**src/rtl/alu_sub_issue_pkg.sv**
```systemverilog
// Shared definitions for the ALU subtracter issue stage: data width,
// FSM state encodings and the status-flag helper.
`ifndef ALU_SUB_ISSUE_DEFS
`define ALU_SUB_ISSUE_DEFS
`define DATA_WIDTH 16
`endif

package alu_sub_issue_pkg;

    localparam int unsigned DATA_WIDTH = `DATA_WIDTH;

    typedef enum logic [1:0] {
        IDLE    = 2'd0,
        ISSUE   = 2'd1,
        CAPTURE = 2'd2
    } issue_state_t;

    typedef struct packed {
        logic zero;
        logic negative;
        logic overflow;
    } sub_flags_t;

    // Overflow on a - b: operand signs differ and the result sign differs from a.
    function automatic sub_flags_t sub_flags(input logic is_zero, input logic res_msb,
                                             input logic sign1, input logic sign2);
        sub_flags_t f;
        f.zero     = is_zero;
        f.negative = res_msb;
        f.overflow = (sign1 != sign2) && (res_msb != sign1);
        return f;
    endfunction

endpackage

```
**src/rtl/alu_sub_issue_if.sv**
```systemverilog
// Bundle of the operand input, subtracter and result output handshakes.
interface alu_sub_issue_if
    import alu_sub_issue_pkg::*;
#(
    parameter int unsigned WIDTH = DATA_WIDTH
) ();

    logic             in_valid;
    logic             in_ready;
    logic [WIDTH-1:0] in_op1;
    logic [WIDTH-1:0] in_op2;

    logic             sub_enable;
    logic [WIDTH-1:0] sub_op1;
    logic [WIDTH-1:0] sub_op2;
    logic [WIDTH-1:0] sub_result;

    logic             out_valid;
    logic             out_ready;
    logic [WIDTH-1:0] out_result;
    logic             out_zero;
    logic             out_negative;
    logic             out_overflow;

    // Issue-stage view.
    modport slave (
        input  in_valid, in_op1, in_op2, sub_result, out_ready,
        output in_ready, sub_enable, sub_op1, sub_op2,
               out_valid, out_result, out_zero, out_negative, out_overflow
    );

    // Surrounding pipeline view (register-read stage, subtracter, consumer).
    modport master (
        output in_valid, in_op1, in_op2, sub_result, out_ready,
        input  in_ready, sub_enable, sub_op1, sub_op2,
               out_valid, out_result, out_zero, out_negative, out_overflow
    );

endinterface

```
**src/rtl/sub_operand_fifo.sv**
```systemverilog
// Operand-pair FIFO: stores {op1, op2}, head visible on dout while non-empty.
module sub_operand_fifo #(
    parameter int unsigned WIDTH = 16,
    parameter int unsigned DEPTH = 4
) (
    input  logic               clock,
    input  logic               reset,
    input  logic               push,
    input  logic               pop,
    input  logic [2*WIDTH-1:0] din,
    output logic [2*WIDTH-1:0] dout,
    output logic               full,
    output logic               empty
);

    localparam int unsigned AW = $clog2(DEPTH);

    logic [2*WIDTH-1:0] mem [DEPTH];
    logic [AW:0]        wr_ptr;
    logic [AW:0]        rd_ptr;
    logic               wr_en;
    logic               rd_en;

    assign empty = (wr_ptr == rd_ptr);
    assign full  = (wr_ptr[AW] != rd_ptr[AW]) && (wr_ptr[AW-1:0] == rd_ptr[AW-1:0]);
    assign wr_en = push && !full;
    assign rd_en = pop && !empty;
    assign dout  = mem[rd_ptr[AW-1:0]];

    // Pointer update; extra MSB distinguishes full from empty.
    always_ff @(posedge clock or posedge reset) begin
        if (reset) begin
            wr_ptr <= '0;
            rd_ptr <= '0;
        end else begin
            if (wr_en) wr_ptr <= wr_ptr + (AW+1)'(1);
            if (rd_en) rd_ptr <= rd_ptr + (AW+1)'(1);
        end
    end

    // Storage write; contents need no reset since empty masks them.
    always_ff @(posedge clock) begin
        if (wr_en) mem[wr_ptr[AW-1:0]] <= din;
    end

endmodule

```
**src/rtl/alu_sub_issue.sv**
```systemverilog
// Issue stage for the ALU subtracter: buffers operand pairs, pulses the
// subtracter once per pair and returns the difference with status flags.
module alu_sub_issue
    import alu_sub_issue_pkg::*;
#(
    parameter int unsigned WIDTH = DATA_WIDTH,
    parameter int unsigned DEPTH = 4
) (
    input  logic           clock,
    input  logic           reset,
    alu_sub_issue_if.slave bus
);

    issue_state_t       state_q;
    logic               sub_enable_q;
    logic [WIDTH-1:0]   sub_op1_q;
    logic [WIDTH-1:0]   sub_op2_q;
    logic               s1_q;
    logic               s2_q;
    logic               out_valid_q;
    logic [WIDTH-1:0]   out_result_q;
    sub_flags_t         flags_q;

    logic               fifo_push;
    logic               fifo_pop;
    logic               fifo_full;
    logic               fifo_empty;
    logic [2*WIDTH-1:0] fifo_dout;
    logic [WIDTH-1:0]   head_op1;
    logic [WIDTH-1:0]   head_op2;
    logic               out_free;
    logic               queued;
    logic               start_issue;
    sub_flags_t         cap_flags;

    sub_operand_fifo #(
        .WIDTH (WIDTH),
        .DEPTH (DEPTH)
    ) u_fifo (
        .clock (clock),
        .reset (reset),
        .push  (fifo_push),
        .pop   (fifo_pop),
        .din   ({bus.in_op1, bus.in_op2}),
        .dout  (fifo_dout),
        .full  (fifo_full),
        .empty (fifo_empty)
    );

    assign fifo_push = bus.in_valid && !fifo_full;
    assign fifo_pop  = (state_q == ISSUE);
    assign out_free  = !out_valid_q || bus.out_ready;
    assign queued    = !fifo_empty || fifo_push;

    // A pair written while the FIFO is empty is forwarded straight from the input.
    assign {head_op1, head_op2} = fifo_empty ? {bus.in_op1, bus.in_op2} : fifo_dout;

    // Back-to-back issue from CAPTURE needs the consumer ready now, so the
    // freshly loaded result is likely gone before the next CAPTURE; CAPTURE
    // itself waits if it is not, so a result is never overwritten.
    assign start_issue = ((state_q == IDLE) && !fifo_empty && out_free) ||
                         ((state_q == CAPTURE) && queued && bus.out_ready);

    assign cap_flags = sub_flags(bus.sub_result == '0, bus.sub_result[WIDTH-1], s1_q, s2_q);

    // Issue FSM with registered subtracter controls, result register and flags.
    always_ff @(posedge clock or posedge reset) begin
        if (reset) begin
            state_q      <= IDLE;
            sub_enable_q <= 1'b0;
            sub_op1_q    <= '0;
            sub_op2_q    <= '0;
            s1_q         <= 1'b0;
            s2_q         <= 1'b0;
            out_valid_q  <= 1'b0;
            out_result_q <= '0;
            flags_q      <= '0;
        end else begin
            if (out_valid_q && bus.out_ready) out_valid_q <= 1'b0;

            if (start_issue) begin
                sub_op1_q <= head_op1;
                sub_op2_q <= head_op2;
                s1_q      <= head_op1[WIDTH-1];
                s2_q      <= head_op2[WIDTH-1];
            end

            case (state_q)
                IDLE: begin
                    if (start_issue) begin
                        state_q      <= ISSUE;
                        sub_enable_q <= 1'b1;
                    end
                end
                ISSUE: begin
                    state_q      <= CAPTURE;
                    sub_enable_q <= 1'b0;
                end
                CAPTURE: begin
                    if (out_free) begin
                        out_valid_q  <= 1'b1;
                        out_result_q <= bus.sub_result;
                        flags_q      <= cap_flags;
                        if (start_issue) begin
                            state_q      <= ISSUE;
                            sub_enable_q <= 1'b1;
                        end else begin
                            state_q <= IDLE;
                        end
                    end
                end
                default: begin
                    state_q      <= IDLE;
                    sub_enable_q <= 1'b0;
                end
            endcase
        end
    end

    assign bus.in_ready     = !fifo_full;
    assign bus.sub_enable   = sub_enable_q;
    assign bus.sub_op1      = sub_op1_q;
    assign bus.sub_op2      = sub_op2_q;
    assign bus.out_valid    = out_valid_q;
    assign bus.out_result   = out_result_q;
    assign bus.out_zero     = flags_q.zero;
    assign bus.out_negative = flags_q.negative;
    assign bus.out_overflow = flags_q.overflow;

endmodule

```
**src/flat_wrapper.sv**
```systemverilog
// flat-port wrapper written by rule: the top's interface ports become plain ports
module alu_sub_issue_flat import alu_sub_issue_pkg::*;
#(
    parameter int unsigned WIDTH = DATA_WIDTH,
    parameter int unsigned DEPTH = 4
)
  (clock, reset, bus_in_valid, bus_in_op1, bus_in_op2, bus_sub_result, bus_out_ready, bus_in_ready, bus_sub_enable, bus_sub_op1, bus_sub_op2, bus_out_valid, bus_out_result, bus_out_zero, bus_out_negative, bus_out_overflow);
  alu_sub_issue_if #(.WIDTH(WIDTH)) bus_i ();
  input  logic clock;
  input  logic reset;
  input wire logic [$bits(bus_i.in_valid)-1:0] bus_in_valid;
  input wire logic [$bits(bus_i.in_op1)-1:0] bus_in_op1;
  input wire logic [$bits(bus_i.in_op2)-1:0] bus_in_op2;
  input wire logic [$bits(bus_i.sub_result)-1:0] bus_sub_result;
  input wire logic [$bits(bus_i.out_ready)-1:0] bus_out_ready;
  output wire logic [$bits(bus_i.in_ready)-1:0] bus_in_ready;
  output wire logic [$bits(bus_i.sub_enable)-1:0] bus_sub_enable;
  output wire logic [$bits(bus_i.sub_op1)-1:0] bus_sub_op1;
  output wire logic [$bits(bus_i.sub_op2)-1:0] bus_sub_op2;
  output wire logic [$bits(bus_i.out_valid)-1:0] bus_out_valid;
  output wire logic [$bits(bus_i.out_result)-1:0] bus_out_result;
  output wire logic [$bits(bus_i.out_zero)-1:0] bus_out_zero;
  output wire logic [$bits(bus_i.out_negative)-1:0] bus_out_negative;
  output wire logic [$bits(bus_i.out_overflow)-1:0] bus_out_overflow;
  assign bus_i.in_valid = bus_in_valid;
  assign bus_i.in_op1 = bus_in_op1;
  assign bus_i.in_op2 = bus_in_op2;
  assign bus_i.sub_result = bus_sub_result;
  assign bus_i.out_ready = bus_out_ready;
  assign bus_in_ready = bus_i.in_ready;
  assign bus_sub_enable = bus_i.sub_enable;
  assign bus_sub_op1 = bus_i.sub_op1;
  assign bus_sub_op2 = bus_i.sub_op2;
  assign bus_out_valid = bus_i.out_valid;
  assign bus_out_result = bus_i.out_result;
  assign bus_out_zero = bus_i.out_zero;
  assign bus_out_negative = bus_i.out_negative;
  assign bus_out_overflow = bus_i.out_overflow;
  alu_sub_issue #(.WIDTH(WIDTH), .DEPTH(DEPTH)) u_core (.clock(clock), .reset(reset), .bus(bus_i));
endmodule
```
**config.mk**
```make
export PLATFORM = sky130hd
export DESIGN_NAME = alu_sub_issue_flat
export DESIGN_NICKNAME = d
export VERILOG_FILES = /design/src/rtl/alu_sub_issue_pkg.sv /design/src/rtl/alu_sub_issue_if.sv /design/src/rtl/sub_operand_fifo.sv /design/src/rtl/alu_sub_issue.sv /design/src/flat_wrapper.sv
export SDC_FILE = /design/constraint.sdc
export NUM_CORES = 1
export LEC_CHECK = 0
export CORE_ASPECT_RATIO = 1.4
export CORE_UTILIZATION = 51
export DETAILED_ROUTE_END_ITERATION = 8
export PLACE_DENSITY_LB_ADDON = 0.12
export RECOVER_POWER = 50
export SETUP_SLACK_MARGIN = 0.4
export SYNTH_ARGS = -nofsm -noshare
export SYNTH_HDL_FRONTEND = slang
export SYNTH_SLANG_ARGS = --single-unit
```
**constraint.sdc**
```tcl
create_clock -name clock -period 2.5 [get_ports clock]
set_input_delay 0.5 -clock clock [delete_from_list [all_inputs] [get_ports clock]]
set_output_delay 0.5 -clock clock [all_outputs]
set_load 0.005 [all_outputs]
```
==> run metrics, run 1 <==
outcome completed; worst endpoint data arrival time 2.43 ns; Nets 592; row count 51; total wire length 14.54 mm; Yosys top cell area share 52.27%; share of layout cells above drive strength 1 25.55%; Worst Reg-to-Reg Cells 6; total track usage approximately 21%; Worst Max-Slew Pin Slew 0.5442 ns; Sum Neg Setup Slack 0 ns; relative slew slack between 60% and 70%; cts hold-fix bufs 0; Critical Path Fanout Max 15; Clock Sinks 188; Avg Vias per Cell roughly 5.6; leakage power 3.453 nW; clock insertion delay at the later pin of the skew report 0.43 ns; sequential element share of the synthesized area around 73%; Initial DRT Pass Iterations 4; worst path required time 2.85 ns; setup violators final 0; most common cell after layout, fill and taps aside edfxtp_1; RSZ-0062 raised after global routing false; Final Worst Setup Slack 0.4219 ns; vias in the first global route 4274; Pwr Density 1284 nW/um2; crit path from bus_out_ready; post-placement setup slack 0.2391 ns; fin. max-slew vios 0; Initial Util 52.62%; vias 4108; Final min period ~2.1 ns; io pins roughly 110; crit start category input port; Max VDD drop 0.6154 mV; HPWL Detailed 8.776 mm; RR Startpoint u_core.u_fifo.wr_ptr[1]; net switching power roughly 3.8 mW; Worst-path clk slew 0.07 ns; first-pass GRT wire length 22.79 mm; Final Hold Viols 0; die width just over 100 um; R2R Setup Slk 0.46 ns; Max Clock Skew 0.008997 ns; DRT iter0 DRCs 199; Post-DRT Antenna Nets 0; die height 144.1 um; commonest non-fill, non-tap cells in the layout edfxtp_1 (128), clkdlybuf4s50_1 (70), dfrtp_1 (57), inv_1 (38), dlygate4sd3_1 (34); period utilization just over 80%; crit path kind input port to flip-flop; WL/cell 19.83 um; initial antenna violation count 0; drc violations 0; Worst Setup EP u_core.bus.sub_op1[9]; switching part of the total approximately a third; Int Power about 8 mW; area grow syn2layout 27.24%; Max Root-Sink Buffers 2; clock power share between 20 and 25%; Die Area 14910 um2; Synth Instances ~410; endpoint class of the critical path flip-flop; core region area approximately 14000 um2; top cell type by total area after synthesis edfxtp_1; CTS tree done; Reg power frac 39.7%; Syn Area/Cell 17.89 um2; Antenna Cells 0; Netlist cell types 30; total of max-cap violations 0; CTS buffer count 17; Final Wtd Congestion 0.6842; Comb power frac 37.6%; top cells by area, synth edfxtp_1 (52%), dfrtp_1 (20%), mux4_2 (9.8%); FF-to-FF End u_core.bus.sub_op1[9]; H-tree depth 4; GR Overflow Total 0; # port buffers 105; pin count of the biggest net entering global routing a little over 60; Min-Delay Path Class flip-flop to flip-flop; Syn Nets 468; Syn Std Cell Area 7353 um2; flip-flop and latch count after synthesis 188; maximum clock frequency 481.2 MHz; YS warnings 0; root buf cell clkbuf_16
[flip-flops by register name, summed over array words and instances (netlist names)]
| name | count |
|---|---|
| u_core.state_q | 2 |
| u_core.bus.sub_op2 | 15 |
| u_core.u_fifo.rd_ptr | 3 |
| u_core.s1_q | 1 |
| u_core.bus.out_result | 16 |
| u_core.bus.sub_op1 | 15 |
| u_core.u_fifo.mem | 128 |
| u_core.bus.out_overflow | 1 |
| u_core.bus.out_zero | 1 |
| u_core.bus.sub_enable | 1 |
| u_core.s2_q | 1 |
| u_core.bus.out_valid | 1 |
| u_core.u_fifo.wr_ptr | 3 |
[worst max-delay path, stage by stage]
cell and delay [ns]:
dlygate4sd3_1 0.58, o21ba_2 0.17, a311o_2 0.37, and2_2 0.19, clkbuf_2 0.34, a21oi_1 0.26
[per-stage QoR]
stage               power, mW  std cells  utilization (%)  area [um2]  hold WS, ns
finish                  12.02        733            66.95        9356       0.4912
global route            12.70        733            66.95        9356       0.5241
CTS                     12.21        733            67.09        9375       0.4810
detailed placement      9.348        697            62.48        8731       0.4812
global placement        9.210        697            62.48        8731       0.4681
floorplan               7.521        411                -        7358       0.4733
[synthesized netlist by cell type (all sizes together)]
cell type / number
a21oi: 33
a311o: 1
a31oi: 2
and2: 5
and4b: 1
buf: 12
clkbuf: 11
dfrtp: 60
edfxtp: 128
ha: 5
inv: 38
mux2: 17
mux4: 32
nand2: 6
nand2b: 3
nand3: 2
nand4: 2
nor2: 1
nor2b: 1
nor3: 1
nor4: 4
o21ai: 5
o21ba: 1
o22ai: 32
xnor2: 5
xor2: 3
[power by group through the flow]
stage	clock, mW	sequential, mW	combinational, mW
floorplan	0	4.77	2.75
global placement	0	4.78	4.43
detailed placement	0	4.83	4.52
CTS	2.78	4.78	4.65
global route	2.89	4.87	4.94
finish	2.74	4.77	4.51
[logic make-up after synthesis]
| family | Yosys count | share of synthesized area, % |
|---|---|---|
| adder cells (fa/ha/maj) | 5 | 0.8508 |
| AND/OR/NAND/NOR | 26 | 1.974 |
| buffers and inverters | 61 | 3.743 |
| XOR/XNOR | 8 | 1.157 |
| AO/OA/AOI/OAI | 74 | 7.180 |
| multiplexers | 49 | 12.40 |
| flip-flops | 188 | 72.69 |
[timing repair]
item                       in CTS  in global routing
resized for setup               3                  0
buffers inserted                4                  0
setup endpoints to repair       1                  0
hold endpoints to repair        0                  0
[final cells by class]
cell class / count / area, um2
Fill cell: 971 / 4618
Timing Repair Buffer: 128 / 1287
Clock buffer: 17 / 425.4
Sequential cell: 188 / 5349
Clock inverter: 15 / 177.7
Tap cell: 185 / 231.5
Inverter: 38 / 142.6
Multi-Input combinational cell: 162 / 1743
[worst min path at each step]
stage                                           to  depth (start not counted)                    start
after floorplan            u_core.bus.out_overflow                          2  u_core.bus.out_overflow
after global placement     u_core.bus.out_overflow                          2  u_core.bus.out_overflow
after detailed placement       u_core.bus.out_zero                          2      u_core.bus.out_zero
after CTS                 u_core.bus.out_result[2]                          3                    reset
after global routing           u_core.bus.out_zero                          2      u_core.bus.out_zero
final                          u_core.bus.out_zero                          2      u_core.bus.out_zero
[layer usage]
| layer | global-route usage, % | vias up | routed length [um] |
|---|---|---|---|
| met5 | 0 | - | 0 |
| met1 | 26.86 | 2116 | 5879 |
| li1 | - | 1827 | - |
| met4 | 8.451 | 0 | 301 |
| met2 | 35.48 | 140 | 7656 |
| met3 | 5.413 | 25 | 701 |
(Power assumes the default switching activity.)
==> inputs of run 2 (changes only) <==
--- a/config.mk
+++ b/config.mk
@@ -6,7 +6,7 @@
 export NUM_CORES = 1
 export LEC_CHECK = 0
 export CORE_ASPECT_RATIO = 1.4
-export CORE_UTILIZATION = 51
+export CORE_UTILIZATION = 49
 export DETAILED_ROUTE_END_ITERATION = 8
 export PLACE_DENSITY_LB_ADDON = 0.12
 export RECOVER_POWER = 50
==> constraint.sdc (replaced) <==
create_clock -name clock -period 1.9 [get_ports clock]
set_input_delay 0.38 -clock clock [delete_from_list [all_inputs] [get_ports clock]]
set_output_delay 0.38 -clock clock [all_outputs]
set_load 0.005 [all_outputs]
==> run 2 against run 1 <==
  * Worst hold slack worse by 0.069 ns
  * Sequential power rose by 32%
  * Setup slack lost 0.23 ns
  * Die area is 4.0% higher
  * Critical endpoint is now u_core.bus.sub_op1[10]
  * Largest cell class unchanged
  * Highest routed layer unchanged
==> run metrics, run 2 (synthesis results as in run 1) <==
outcome completed; crit start category flip-flop; critical-path cell list xnor2_4, buf_6, a311o_2, and2_4, buf_12, a21oi_1; die width 105.5 um; most common cell after layout, fill and taps aside edfxtp_1; commonest non-fill, non-tap cells in the layout edfxtp_1 (128), dfrtp_1 (55), dlygate4sd2_1 (43), inv_1 (36), dlygate4sd3_1 (34); Min-Delay Path Class input port to asynchronous set/reset pin; DR top layer met4; # port buffers 105; multi-input logic area 1966 um2; row count 52; die height between 100 and 150 um; io pins 106; Final Wtd Congestion roughly 0.78; area grow syn2layout 34.52%; Clock Sinks 188; endpoint class of the critical path flip-flop; core region area 14570 um2; Post-DRT Antenna Nets 0; met2 wire len 8.140 mm; smallest hold slack 0.4224 ns; Crit path max-delay family compound AO/OA/AOI/OAI gates; Pwr Density about 1700 nW/um2; Largest register FFs 128; CTS buffer count 17; worst endpoint data arrival time 2.06 ns; total wire length 15.60 mm; setup violators final 0; Fill cells 1025; pin count of the biggest net entering global routing 26; clock insertion delay at the later pin of the skew report ~0.43 ns; Max Clock Skew between 0.01 and 0.015 ns; share of layout cells above drive strength 1 roughly a third; Max VDD drop 1.085 mV; first-pass GRT wire length 24.29 mm; met1 wire length 6.546 mm; total of max-cap violations 0; leakage power 3.730 nW; CP peak stage delay roughly 0.44 ns; Worst-path clk slew approximately 0.07 ns; Avg Vias per Cell 5.493; HPWL Detailed between 9 and 10 mm; Max Root-Sink Buffers 2; Nets 620; met3 WL just under 700 um; register area between 5000 and 6000 um2; Antenna Cells 0; relative slew slack 53.79%; WL/cell ~20 um; initial antenna violation count 0; Sum Neg Setup Slack 0 ns; fin. max-slew vios 0; Final min period 1.707 ns; worst path required time 2.26 ns; Worst Path Buf+Inv 2; GR Overflow Total 0; Critical Path Fanout Max 7; CTS tree done; total track usage 21.14%; vias 4202; Initial Util 50.46%; DRT iter0 DRCs 224; maximum clock frequency roughly 590 MHz; crit path kind flip-flop to flip-flop; Die Area about 16000 um2; drc violations 0; period utilization 89.85%; Slowest-stage cell, CP dfrtp_2; H-tree depth 4; Initial DRT Pass Iterations 4; Final Hold Viols 0; Worst Max-Slew Pin Slew 0.6931 ns; cts hold-fix bufs 0; root buf cell clkbuf_16; vias in the first global route 4567; RSZ-0062 raised after global routing true
run 2: area by class of cell:
cell class              instances  share of cell area (%)
clock buffers                  18                   4.440
multi-input cells             162                   19.87
clock inverters                14                   1.530
well taps                     189                   2.391
inverters                      38                   1.455
repair buffers                156                   16.22
flip-flops and latches        188                   54.10
run 2: final timing paths:
check	endpoint	cells after the start	slack, ns	startpoint
setup reg to reg	u_core.bus.sub_op1[10]	6	0.19	u_core.u_fifo.rd_ptr[0]
hold / removal	u_core.bus.out_result[13]	2	0.42	reset
max in group asynchronous	u_core.u_fifo.rd_ptr[2]	3	0.40	reset
setup / recovery	u_core.bus.sub_op1[10]	6	0.19	u_core.u_fifo.rd_ptr[0]
hold reg to reg	u_core.bus.out_overflow	2	0.49	u_core.bus.out_overflow
min in group clock	u_core.bus.out_overflow	2	0.49	u_core.bus.out_overflow
run 2: per-stage QoR:
stage | utilization [%] | total power [mW] | setup slack, ns | instance area [um2] | std cells
after global routing | 67.87 | 17.81 | 0.1365 | 9892 | 765
final | 67.87 | 16.95 | 0.1928 | 9892 | 765
after floorplan | - | 10.14 | 0.2552 | 7430 | 411
after detailed placement | 61.63 | 12.87 | -0.1354 | 8982 | 711
after CTS | 66.71 | 16.51 | 0.2003 | 9722 | 760
after global placement | 61.63 | 12.69 | -0.09731 | 8982 | 711
run 2: metal layers:
layer,vias up,global-route usage [%]
met5,-,0
met4,0,7.292
met2,112,36.22
met3,19,3.771
met1,2191,27.32
li1,1880,-
run 2: what timing repair did:
| item | CTS | global route |
|---|---|---|
| setup endpoints to repair | 218 | 192 |
| setup buffers | 17 | 3 |
| gates cloned | 0 | 2 |
| pin swaps | 5 | 0 |
| resized for setup | 79 | 35 |
run 2: worst register-to-register path: stages, from the launching register on:
cell and delay, ns:
dfrtp_2 0.44, xnor2_4 0.16, buf_6 0.13, a311o_2 0.40
and2_4 0.20, buf_12 0.16, a21oi_1 0.14
run 2: power breakdown:
part | internal (mW) | switching (mW)
sequential | 5.74 | 0.558
clock | 1.89 | 1.61
combinational | 3.81 | 3.34
total | 11.4 | 5.51
